==> src/rtl/mc_seq_pkg.sv <==
// Shared types and opcode constants for the multi-cycle instruction sequencer.
package mc_seq_pkg;

    typedef enum logic [2:0] {
        S_IDLE   = 3'd0,
        S_FETCH  = 3'd1,
        S_DECODE = 3'd2,
        S_EXEC   = 3'd3,
        S_MEM    = 3'd4,
        S_WB     = 3'd5,
        S_TRAP   = 3'd6
    } state_e;

    typedef enum logic [2:0] {
        CLS_ALU_R  = 3'd0,
        CLS_ALU_I  = 3'd1,
        CLS_LOAD   = 3'd2,
        CLS_STORE  = 3'd3,
        CLS_BRANCH = 3'd4
    } opclass_e;

    localparam logic [6:0] OP_ALU_R  = 7'b0110011;
    localparam logic [6:0] OP_ALU_I  = 7'b0010011;
    localparam logic [6:0] OP_LOAD   = 7'b0000011;
    localparam logic [6:0] OP_STORE  = 7'b0100011;
    localparam logic [6:0] OP_BRANCH = 7'b1100011;

    function automatic logic is_mem_class(input opclass_e cls);
        return (cls == CLS_LOAD) || (cls == CLS_STORE);
    endfunction

endpackage

==> src/rtl/mc_sequencer_if.sv <==
// Control/handshake bundle between the sequencer (master) and its datapath (slave).
interface mc_sequencer_if;

    logic        run;
    logic [6:0]  opcode;
    logic        br_taken;
    logic        mem_ack;
    logic        ir_we;
    logic        pc_we;
    logic        pc_src;
    logic        ru_we;
    logic        mem_req;
    logic        dm_we;
    logic        instr_done;
    logic        illegal;
    logic [2:0]  state;
    logic [31:0] instr_count;

    modport master (
        input  run, opcode, br_taken, mem_ack,
        output ir_we, pc_we, pc_src, ru_we, mem_req, dm_we,
               instr_done, illegal, state, instr_count
    );

    modport slave (
        output run, opcode, br_taken, mem_ack,
        input  ir_we, pc_we, pc_src, ru_we, mem_req, dm_we,
               instr_done, illegal, state, instr_count
    );

endinterface

==> src/rtl/mc_seq_opclass.sv <==
// Combinational opcode classifier: maps opcode[6:0] to an op class plus a valid flag.
module mc_seq_opclass
    import mc_seq_pkg::*;
(
    input  logic [6:0] opcode,
    output opclass_e   cls,
    output logic       valid
);

    always_comb begin
        cls   = CLS_ALU_R;
        valid = 1'b1;
        case (opcode)
            OP_ALU_R:  cls = CLS_ALU_R;
            OP_ALU_I:  cls = CLS_ALU_I;
            OP_LOAD:   cls = CLS_LOAD;
            OP_STORE:  cls = CLS_STORE;
            OP_BRANCH: cls = CLS_BRANCH;
            default:   valid = 1'b0;
        endcase
    end

endmodule

==> src/rtl/mc_sequencer.sv <==
// Multi-cycle fetch/decode/exec/mem/wb control sequencer.
// Define MC_SEQ_PERF_CNT_EN to build the retired-instruction counter.
module mc_sequencer
    import mc_seq_pkg::*;
(
    input  logic           clk,
    input  logic           rst_n,
    mc_sequencer_if.master bus
);

    state_e   state_q;
    opclass_e cls_q;
    opclass_e dec_cls;
    logic     dec_valid;

    logic ir_we_q;
    logic mem_req_q;
    logic dm_we_q;
    logic wb_q;
    logic br_q;
    logic illegal_q;
    logic retire;

    mc_seq_opclass u_opclass (
        .opcode (bus.opcode),
        .cls    (dec_cls),
        .valid  (dec_valid)
    );

    // Moore strobes are registered alongside the transition into their state;
    // only the store-completion and branch-direction terms are decoded live.
    always_ff @(posedge clk or negedge rst_n) begin
        if (!rst_n) begin
            state_q   <= S_IDLE;
            cls_q     <= CLS_ALU_R;
            ir_we_q   <= 1'b0;
            mem_req_q <= 1'b0;
            dm_we_q   <= 1'b0;
            wb_q      <= 1'b0;
            br_q      <= 1'b0;
            illegal_q <= 1'b0;
        end else begin
            ir_we_q   <= 1'b0;
            mem_req_q <= 1'b0;
            dm_we_q   <= 1'b0;
            wb_q      <= 1'b0;
            br_q      <= 1'b0;
            case (state_q)
                S_IDLE: begin
                    if (bus.run) begin
                        state_q <= S_FETCH;
                        ir_we_q <= 1'b1;
                    end
                end
                S_FETCH: begin
                    state_q <= S_DECODE;
                end
                S_DECODE: begin
                    if (dec_valid) begin
                        cls_q   <= dec_cls;
                        br_q    <= (dec_cls == CLS_BRANCH);
                        state_q <= S_EXEC;
                    end else begin
                        illegal_q <= 1'b1;
                        state_q   <= S_TRAP;
                    end
                end
                S_EXEC: begin
                    if (is_mem_class(cls_q)) begin
                        state_q   <= S_MEM;
                        mem_req_q <= 1'b1;
                        dm_we_q   <= (cls_q == CLS_STORE);
                    end else if (cls_q == CLS_BRANCH) begin
                        state_q <= bus.run ? S_FETCH : S_IDLE;
                        ir_we_q <= bus.run;
                    end else begin
                        state_q <= S_WB;
                        wb_q    <= 1'b1;
                    end
                end
                S_MEM: begin
                    if (!bus.mem_ack) begin
                        mem_req_q <= 1'b1;
                        dm_we_q   <= (cls_q == CLS_STORE);
                    end else if (cls_q == CLS_STORE) begin
                        state_q <= bus.run ? S_FETCH : S_IDLE;
                        ir_we_q <= bus.run;
                    end else begin
                        state_q <= S_WB;
                        wb_q    <= 1'b1;
                    end
                end
                S_WB: begin
                    state_q <= bus.run ? S_FETCH : S_IDLE;
                    ir_we_q <= bus.run;
                end
                S_TRAP: begin
                    state_q <= S_TRAP;
                end
                default: begin
                    state_q <= S_IDLE;
                end
            endcase
        end
    end

    // dm_we_q is only ever set while a store sits in MEM.
    assign retire = wb_q | br_q | (dm_we_q & bus.mem_ack);

    assign bus.ir_we      = ir_we_q;
    assign bus.mem_req    = mem_req_q;
    assign bus.dm_we      = dm_we_q;
    assign bus.ru_we      = wb_q;
    assign bus.pc_we      = retire;
    assign bus.pc_src     = br_q & bus.br_taken;
    assign bus.instr_done = retire;
    assign bus.illegal    = illegal_q;
    assign bus.state      = state_q;

`ifdef MC_SEQ_PERF_CNT_EN
    logic [31:0] count_q;

    always_ff @(posedge clk or negedge rst_n) begin
        if (!rst_n) begin
            count_q <= '0;
        end else if (retire) begin
            count_q <= count_q + 32'd1;
        end
    end

    assign bus.instr_count = count_q;
`else
    assign bus.instr_count = '0;
`endif

endmodule

==> src/flat_wrapper.sv <==
// flat-port wrapper written by rule: the top's interface ports become plain ports
module mc_sequencer_flat import mc_seq_pkg::*;
  (clk, rst_n, bus_run, bus_opcode, bus_br_taken, bus_mem_ack, bus_ir_we, bus_pc_we, bus_pc_src, bus_ru_we, bus_mem_req, bus_dm_we, bus_instr_done, bus_illegal, bus_state, bus_instr_count);
  mc_sequencer_if bus_i ();
  input  logic clk;
  input  logic rst_n;
  input wire logic [$bits(bus_i.run)-1:0] bus_run;
  input wire logic [$bits(bus_i.opcode)-1:0] bus_opcode;
  input wire logic [$bits(bus_i.br_taken)-1:0] bus_br_taken;
  input wire logic [$bits(bus_i.mem_ack)-1:0] bus_mem_ack;
  output wire logic [$bits(bus_i.ir_we)-1:0] bus_ir_we;
  output wire logic [$bits(bus_i.pc_we)-1:0] bus_pc_we;
  output wire logic [$bits(bus_i.pc_src)-1:0] bus_pc_src;
  output wire logic [$bits(bus_i.ru_we)-1:0] bus_ru_we;
  output wire logic [$bits(bus_i.mem_req)-1:0] bus_mem_req;
  output wire logic [$bits(bus_i.dm_we)-1:0] bus_dm_we;
  output wire logic [$bits(bus_i.instr_done)-1:0] bus_instr_done;
  output wire logic [$bits(bus_i.illegal)-1:0] bus_illegal;
  output wire logic [$bits(bus_i.state)-1:0] bus_state;
  output wire logic [$bits(bus_i.instr_count)-1:0] bus_instr_count;
  assign bus_i.run = bus_run;
  assign bus_i.opcode = bus_opcode;
  assign bus_i.br_taken = bus_br_taken;
  assign bus_i.mem_ack = bus_mem_ack;
  assign bus_ir_we = bus_i.ir_we;
  assign bus_pc_we = bus_i.pc_we;
  assign bus_pc_src = bus_i.pc_src;
  assign bus_ru_we = bus_i.ru_we;
  assign bus_mem_req = bus_i.mem_req;
  assign bus_dm_we = bus_i.dm_we;
  assign bus_instr_done = bus_i.instr_done;
  assign bus_illegal = bus_i.illegal;
  assign bus_state = bus_i.state;
  assign bus_instr_count = bus_i.instr_count;
  mc_sequencer u_core (.clk(clk), .rst_n(rst_n), .bus(bus_i));
endmodule
==> config.mk <==
export PLATFORM = sky130hd
export DESIGN_NAME = mc_sequencer_flat
export DESIGN_NICKNAME = d
export VERILOG_FILES = /design/src/rtl/mc_seq_pkg.sv /design/src/rtl/mc_sequencer_if.sv /design/src/rtl/mc_seq_opclass.sv /design/src/rtl/mc_sequencer.sv /design/src/flat_wrapper.sv
export SDC_FILE = /design/constraint.sdc
export NUM_CORES = 1
export LEC_CHECK = 0
export CAP_MARGIN = 5
export CORE_MARGIN = 4
export CORE_UTILIZATION = 37
export DETAILED_ROUTE_END_ITERATION = 16
export PLACE_DENSITY = 0.8
export REMOVE_ABC_BUFFERS = 1
export SKIP_CTS_REPAIR_TIMING = 1
export SLEW_MARGIN = 10
export SYNTH_ARGS = -nofsm -noshare
export SYNTH_HDL_FRONTEND = slang
export SYNTH_SLANG_ARGS = --single-unit
==> constraint.sdc <==
create_clock -name clk -period 1.4 [get_ports clk]
set_input_delay 0.14 -clock clk [delete_from_list [all_inputs] [get_ports clk]]
set_output_delay 0.14 -clock clk [all_outputs]
set_load 0.01 [all_outputs]
==> impl_metrics.py, run 1 <==
metrics = {
    "floorplanning": {
        "io_pins": 55,
        "num_rows": 17,
        "dieWidth_um": 57.72,
        "start_util": 0.4019,
        "core_um2": 2276,
        "die_h_um": 57.72,
        "dieArea_um2": 3332,
    },
    "clocking": {
        "numCtsBuffers": 3,
        "cts_tree": "built",
        "htree_levels": 1,
        "root_buffer": "clkbuf_4",
        "clock_path_buffers": 2,
        "clkSinkCount": 12,
        "clk_pin_slew_worst_paths_ps": 70,
        "clk_latency_ps": 270,
    },
    "global_routing": {
        "use_met1": 0.1060,
        "grt_pass1_wl_um": 2504,
        "grt_max_degree": 13,
        "top_usage_layer": "met2",
        "grt_use_total": 0.09447,
        "grt_pass1_vias": 609,
        "met2_usage": 0.1516,
        "grt.met3_usage": 0.05568,
        "antenna_found_initial": 0,
        "gr-total-overflow": 0,
    },
    "worst_setup_path": {
        "crit_fanout": 6,
        "crit_required_ps": 1590,
        "rr_worst_depth": 5,
        "r2r_start": "u_core.bus.state[2]",
        "setup.worst_path.end_class": "flop",
        "cp.arrival_ps": 1530,
        "reg2reg_slack_ps": 60,
        "worstReg2RegEnd": "u_core.bus.state[0]",
        "start_kind": "flop",
        "crit_type": "reg -> reg",
        "cp-startpoint": "u_core.bus.state[2]",
    },
    "layout": {
        "drive_above_1_share": 0.1642,
        "area_delta_synth_final_pct": 26.68,
        "antennaDiodeCount": 0,
        "fin_nets": 147,
        "final_area_um2": 1159,
    },
    "synth": {
        "async_flop_share": 1.000,
        "synth_most_common_cell": "buf_4",
        "ys_ff_latch": 12,
        "syn_area_per_cell_um2": 8.967,
        "yosys.area.top_type_share": 0.3283,
        "synthFlopType": "dfrtp_1",
        "synth.distinct_cells": 34,
        "synth_cells": 102,
        "synthesis.area_um2": 914.6,
        "synth_edf_count": 0,
        "synth_area_leaders": "dfrtp_1 33%, buf_4 27%, a31oi_1 2.7%",
        "yosys.area.top_type": "dfrtp_1",
        "yosys-top-cells-count": "33 x buf_4, 12 x dfrtp_1, 5 x nor2_1, 5 x o21ai_0",
        "yosysSeqAreaShare": 0.3283,
        "ys_warn_count": 0,
    },
    "detailed_routing": {
        "vias": 727,
        "drc": 0,
        "final_antenna_net_count": 0,
        "wl_per_cell_um": 11.35,
        "drtIter0Drc": 5,
        "vias_per_cell": 4.488,
        "first_pass_iters": 4,
        "wl_um": 1838,
    },
    "timing": {
        "post-route-min-period_ps": 1340,
        "setup_viol": 0,
        "fin_tns_setup_ps": 0,
        "fin_crit_sh": 0.9569,
        "fin_skew_ps": 0.5483,
        "tightest_slew_ps": 515.0,
        "slew_headroom": 0.6556,
        "timing_hold_violations_final": 0,
        "max_freq_mhz": 746.4,
        "postLayoutSetupSlackWorst_ps": 60.28,
        "slew_viol_final": 0,
    },
    "status": {
        "status": "finished, final reports clean",
    },
    "place": {
        "pre_cts_slack_ps": -122.8,
        "place_hpwl_um": 1384,
        "io_buffers": 22,
        "place_congestion": 0.8377,
        "placed_area_um2": 1056,
    },
    "flow_run": {
        "drv_cap": 0,
    },
    "power": {
        "p_leak_uw": 0.0006077,
        "p_per_area_nw_per_um2": 1556,
        "peakVddDrop_mv": 0.8856,
    },
    "worst_hold_path": {
        "min_path_type": "in -> async",
    },
}
## flip-flops by register name, indices dropped and copies added (netlist names)
register            count
u_core.bus.illegal      1
u_core.bus.state        3
u_core.bus.ir_we        1
u_core.bus.dm_we        1
u_core.br_q             1
u_core.bus.mem_req      1
u_core.cls_q            3
u_core.bus.ru_we        1
## layout make-up
| type | count | area (µm²) |
|---|---|---|
| Clock buffer | 4 | 36.28 |
| Sequential cell | 12 | 304.0 |
| Tap cell | 28 | 35.03 |
| Timing Repair Buffer | 31 | 302.8 |
| Inverter | 3 | 11.26 |
| Multi-Input combinational cell | 84 | 469.2 |
| Fill cell | 225 | 1117 |
## where the power goes
| part | internal (µW) | switching [µW] | total [µW] |
|---|---|---|---|
| clock network | 158 | 116 | 274 |
| registers | 467 | 148 | 615 |
| logic | 497 | 417 | 914 |
## how the worst max path moves through the flow
stage | endpoint | cells past startpoint
6_report | u_core.bus.state[0] | 5
5_1_grt | u_core.bus.state[0] | 5
4_1_cts | bus_pc_we | 2
3_5_place_dp | u_core.bus.state[2] | 5
3_3_place_gp | u_core.bus.state[2] | 5
2_1_floorplan | u_core.bus.dm_we | 3
## logic make-up after synthesis
family,synth area share
mux,0.01231
flops,0.3283
compound gates,0.1778
simple gates,0.1888
other cells,0.004100
buf+inv,0.2886
## placed cells by master (no fill, tap or decap), types with 2 or more instances in the layout
cell type        synthesis  final
nor2_1                   5      5
o21ai_0                  5      5
dfrtp_2                  0      3
nor2b_1                  3      2
nand2b_1                 3      3
clkdlybuf4s50_1          0     16
clkbuf_4                 0      3
buf_4                   33      9
o21a_1                   2      2
o21ai_1                  2      2
dfrtp_1                 12      9
nor3_1                   3      3
dlymetal6s2s_1           0      6
inv_1                    3      3
conb_1                   1     32
and2_1                   4      4
a31oi_1                  4      4
nand3b_1                 2      2
## routing by layer
metal / wire, µm / vias to the layer above
met5: 0 / -
met4: 0 / 0
met3: 271 / 0
met2: 888 / 48
met1: 679 / 324
li1: - / 355
## critical path: stages (launching register included)
cell and delay, ps:
dfrtp_2 460, buf_4 160, nand3b_1 250, nor2_1 150, o21ai_1 80, a31oi_1 170
## per-stage QoR
step / power [µW] / hold slack, ps / cells / util
2_1_floorplan: 1057 / -155.6 / 99 / -
3_3_place_gp: 1378 / 467.3 / 152 / 0.4640
3_5_place_dp: 1402 / 457.6 / 152 / 0.4640
4_1_cts: 1679 / 223.1 / 156 / 0.4799
5_1_grt: 1946 / 253.5 / 162 / 0.5091
6_report: 1803 / 206.5 / 162 / 0.5091
(Power assumes the default switching activity.)
==> run 2, diff against run 1 <==
Settings changed: CORE_UTILIZATION 37 to 38, CTS_BUF_LIST set to sky130_fd_sc_hd__clkbuf_4, PLACE_DENSITY 0.8 to 0.82.
==> run 2 against run 1 <==
Against the previous run:
- worst setup slack gained 38 ps
- die area shrank 2.3%
- non-clock buffer count is the same
- largest cell class unchanged
- maximum frequency grew 2.9%
==> impl_metrics.py, run 2 (synthesized netlist as in run 1, its figures left out) <==
metrics = {
    "place": {
        "placed_cells": 152,
        "place_congestion": 0.8653,
        "io_buffers": 22,
        "placed_area_um2": 1056,
        "place_hpwl_um": 1355,
    },
    "worst_setup_path": {
        "cp.arrival_ps": 1160,
        "path_delay_family": "buffers and inverters",
        "start_kind": "flop",
        "crit_required_ps": 1260,
        "critPathSlowestCell": "clkdlybuf4s50_1",
        "path_cells": "clkdlybuf4s50_1",
        "cp.buffers_inverters": 1,
        "crit_type": "reg -> out",
        "setup.worst_path.end_class": "primary output",
        "cpPeakStageDelay_ps": 540,
        "crit_fanout": 2,
    },
    "clocking": {
        "numCtsBuffers": 3,
        "clk_pin_slew_worst_paths_ps": 70,
        "htree_levels": 1,
        "clkSinkCount": 12,
        "clk_latency_ps": 270,
        "clock_path_buffers": 2,
        "root_buffer": "clkbuf_4",
        "cts_tree": "built",
    },
    "detailed_routing": {
        "drc": 0,
        "vias_per_cell": 4.453,
        "final_antenna_net_count": 0,
        "wl_um": 1728,
        "vias": 717,
        "drtIter0Drc": 5,
        "first_pass_iters": 4,
        "wl_per_cell_um": 10.73,
    },
    "layout": {
        "fillers": 227,
        "antennaDiodeCount": 0,
        "drive_above_1_share": 0.1579,
        "final_common_cell": "conb_1",
        "fin_cells": 161,
        "fin_nets": 147,
        "area_delta_synth_final_pct": 24.90,
        "final_area_um2": 1142,
        "layout_common_cells": "32 x conb_1, 17 x clkdlybuf4s50_1, 9 x buf_4, 9 x dfrtp_1",
    },
    "floorplanning": {
        "core_um2": 2255,
        "io_pins": 55,
        "num_rows": 17,
        "die_h_um": 57.06,
        "dieArea_um2": 3256,
        "dieWidth_um": 57.06,
        "start_util": 0.4057,
    },
    "timing": {
        "fin_crit_sh": 0.9296,
        "tightest_slew_ps": 519.6,
        "fin_tns_setup_ps": 0,
        "timing_hold_violations_final": 0,
        "slew_viol_final": 0,
        "rsz0062_at_grt": "false",
        "setup_viol": 0,
        "post-route-min-period_ps": 1301,
        "max_freq_mhz": 768.4,
        "whs_ps": 213.6,
        "fin_skew_ps": 6.356,
        "slew_headroom": 0.6525,
    },
    "global_routing": {
        "grt_use_total": 0.09846,
        "grt_max_degree": 13,
        "grt_pass1_vias": 593,
        "gr-total-overflow": 0,
        "grt_pass1_wl_um": 2539,
        "antenna_found_initial": 0,
    },
    "power": {
        "peakVddDrop_mv": 0.7765,
        "total_power_uw": 1705,
        "p_per_area_nw_per_um2": 1493,
        "p_leak_uw": 0.0005882,
    },
    "flow_run": {
        "drv_cap": 0,
    },
    "worst_hold_path": {
        "min_path_type": "in -> async",
    },
    "status": {
        "status": "finished, final reports clean",
    },
}
[run 2: cell types whose count changed in the layout (fill, tap and decap cells not counted)]
| cell | before | now |
|---|---|---|
| clkdlybuf4s50_1 | 16 | 17 |
| dlymetal6s2s_1 | 6 | 5 |
| clkbuf_8 | 1 | 0 |
[run 2: worst paths after layout]
kind | startpoint | end | slack, ps | cells after the start
min | rst_n | u_core.cls_q[1] | 210 | 1
max reg2reg | u_core.bus.state[2] | u_core.bus.state[2] | 110 | 3
max in group asynchronous | rst_n | u_core.bus.state[1] | 810 | 1
min reg2reg | u_core.bus.illegal | u_core.bus.illegal | 480 | 1
max | u_core.bus.illegal | bus_illegal | 100 | 1
min in group clk | u_core.bus.illegal | u_core.bus.illegal | 480 | 1
[run 2: per-layer routing]
layer,vias to the layer above,wire length [µm],GRT usage
li1,353,-,-
met1,322,619,0.1134
met2,42,878,0.1452
met3,0,231,0.06335
met4,0,0,0.03974
met5,-,0,0
[run 2: where the power goes]
group          total [µW]  leakage (µW)  switching [µW]  internal [µW]
logic                 917      0.000427             427            490
registers             589      0.000147             122            467
clock network         199     0.0000138            99.4           99.3
[run 2: layout make-up]
type | count | area (µm²) | share of cell area
multi-input cells | 84 | 469.2 | 0.4107
flip-flops and latches | 12 | 304.0 | 0.2662
well taps | 28 | 35.03 | 0.03067
inverters | 3 | 11.26 | 0.009858
repair buffers | 31 | 300.3 | 0.2629
clock buffers | 3 | 22.52 | 0.01972
[run 2: metrics by stage]
step	worst slack, ps	util
6_report	98.56	0.5067
3_3_place_gp	-73.64	0.4684
3_5_place_dp	-150.9	0.4684
4_1_cts	-177.4	0.4784
2_1_floorplan	150.4	-
5_1_grt	38.27	0.5067
==> run 3, diff against run 2 <==
Settings changed: CAP_MARGIN 5 to 20, CTS_CLUSTER_SIZE set to 14, TNS_END_PERCENT set to 100.
==> results of run 3 <==
No change in the layout: final DEF, timing and power equal those of run 2.
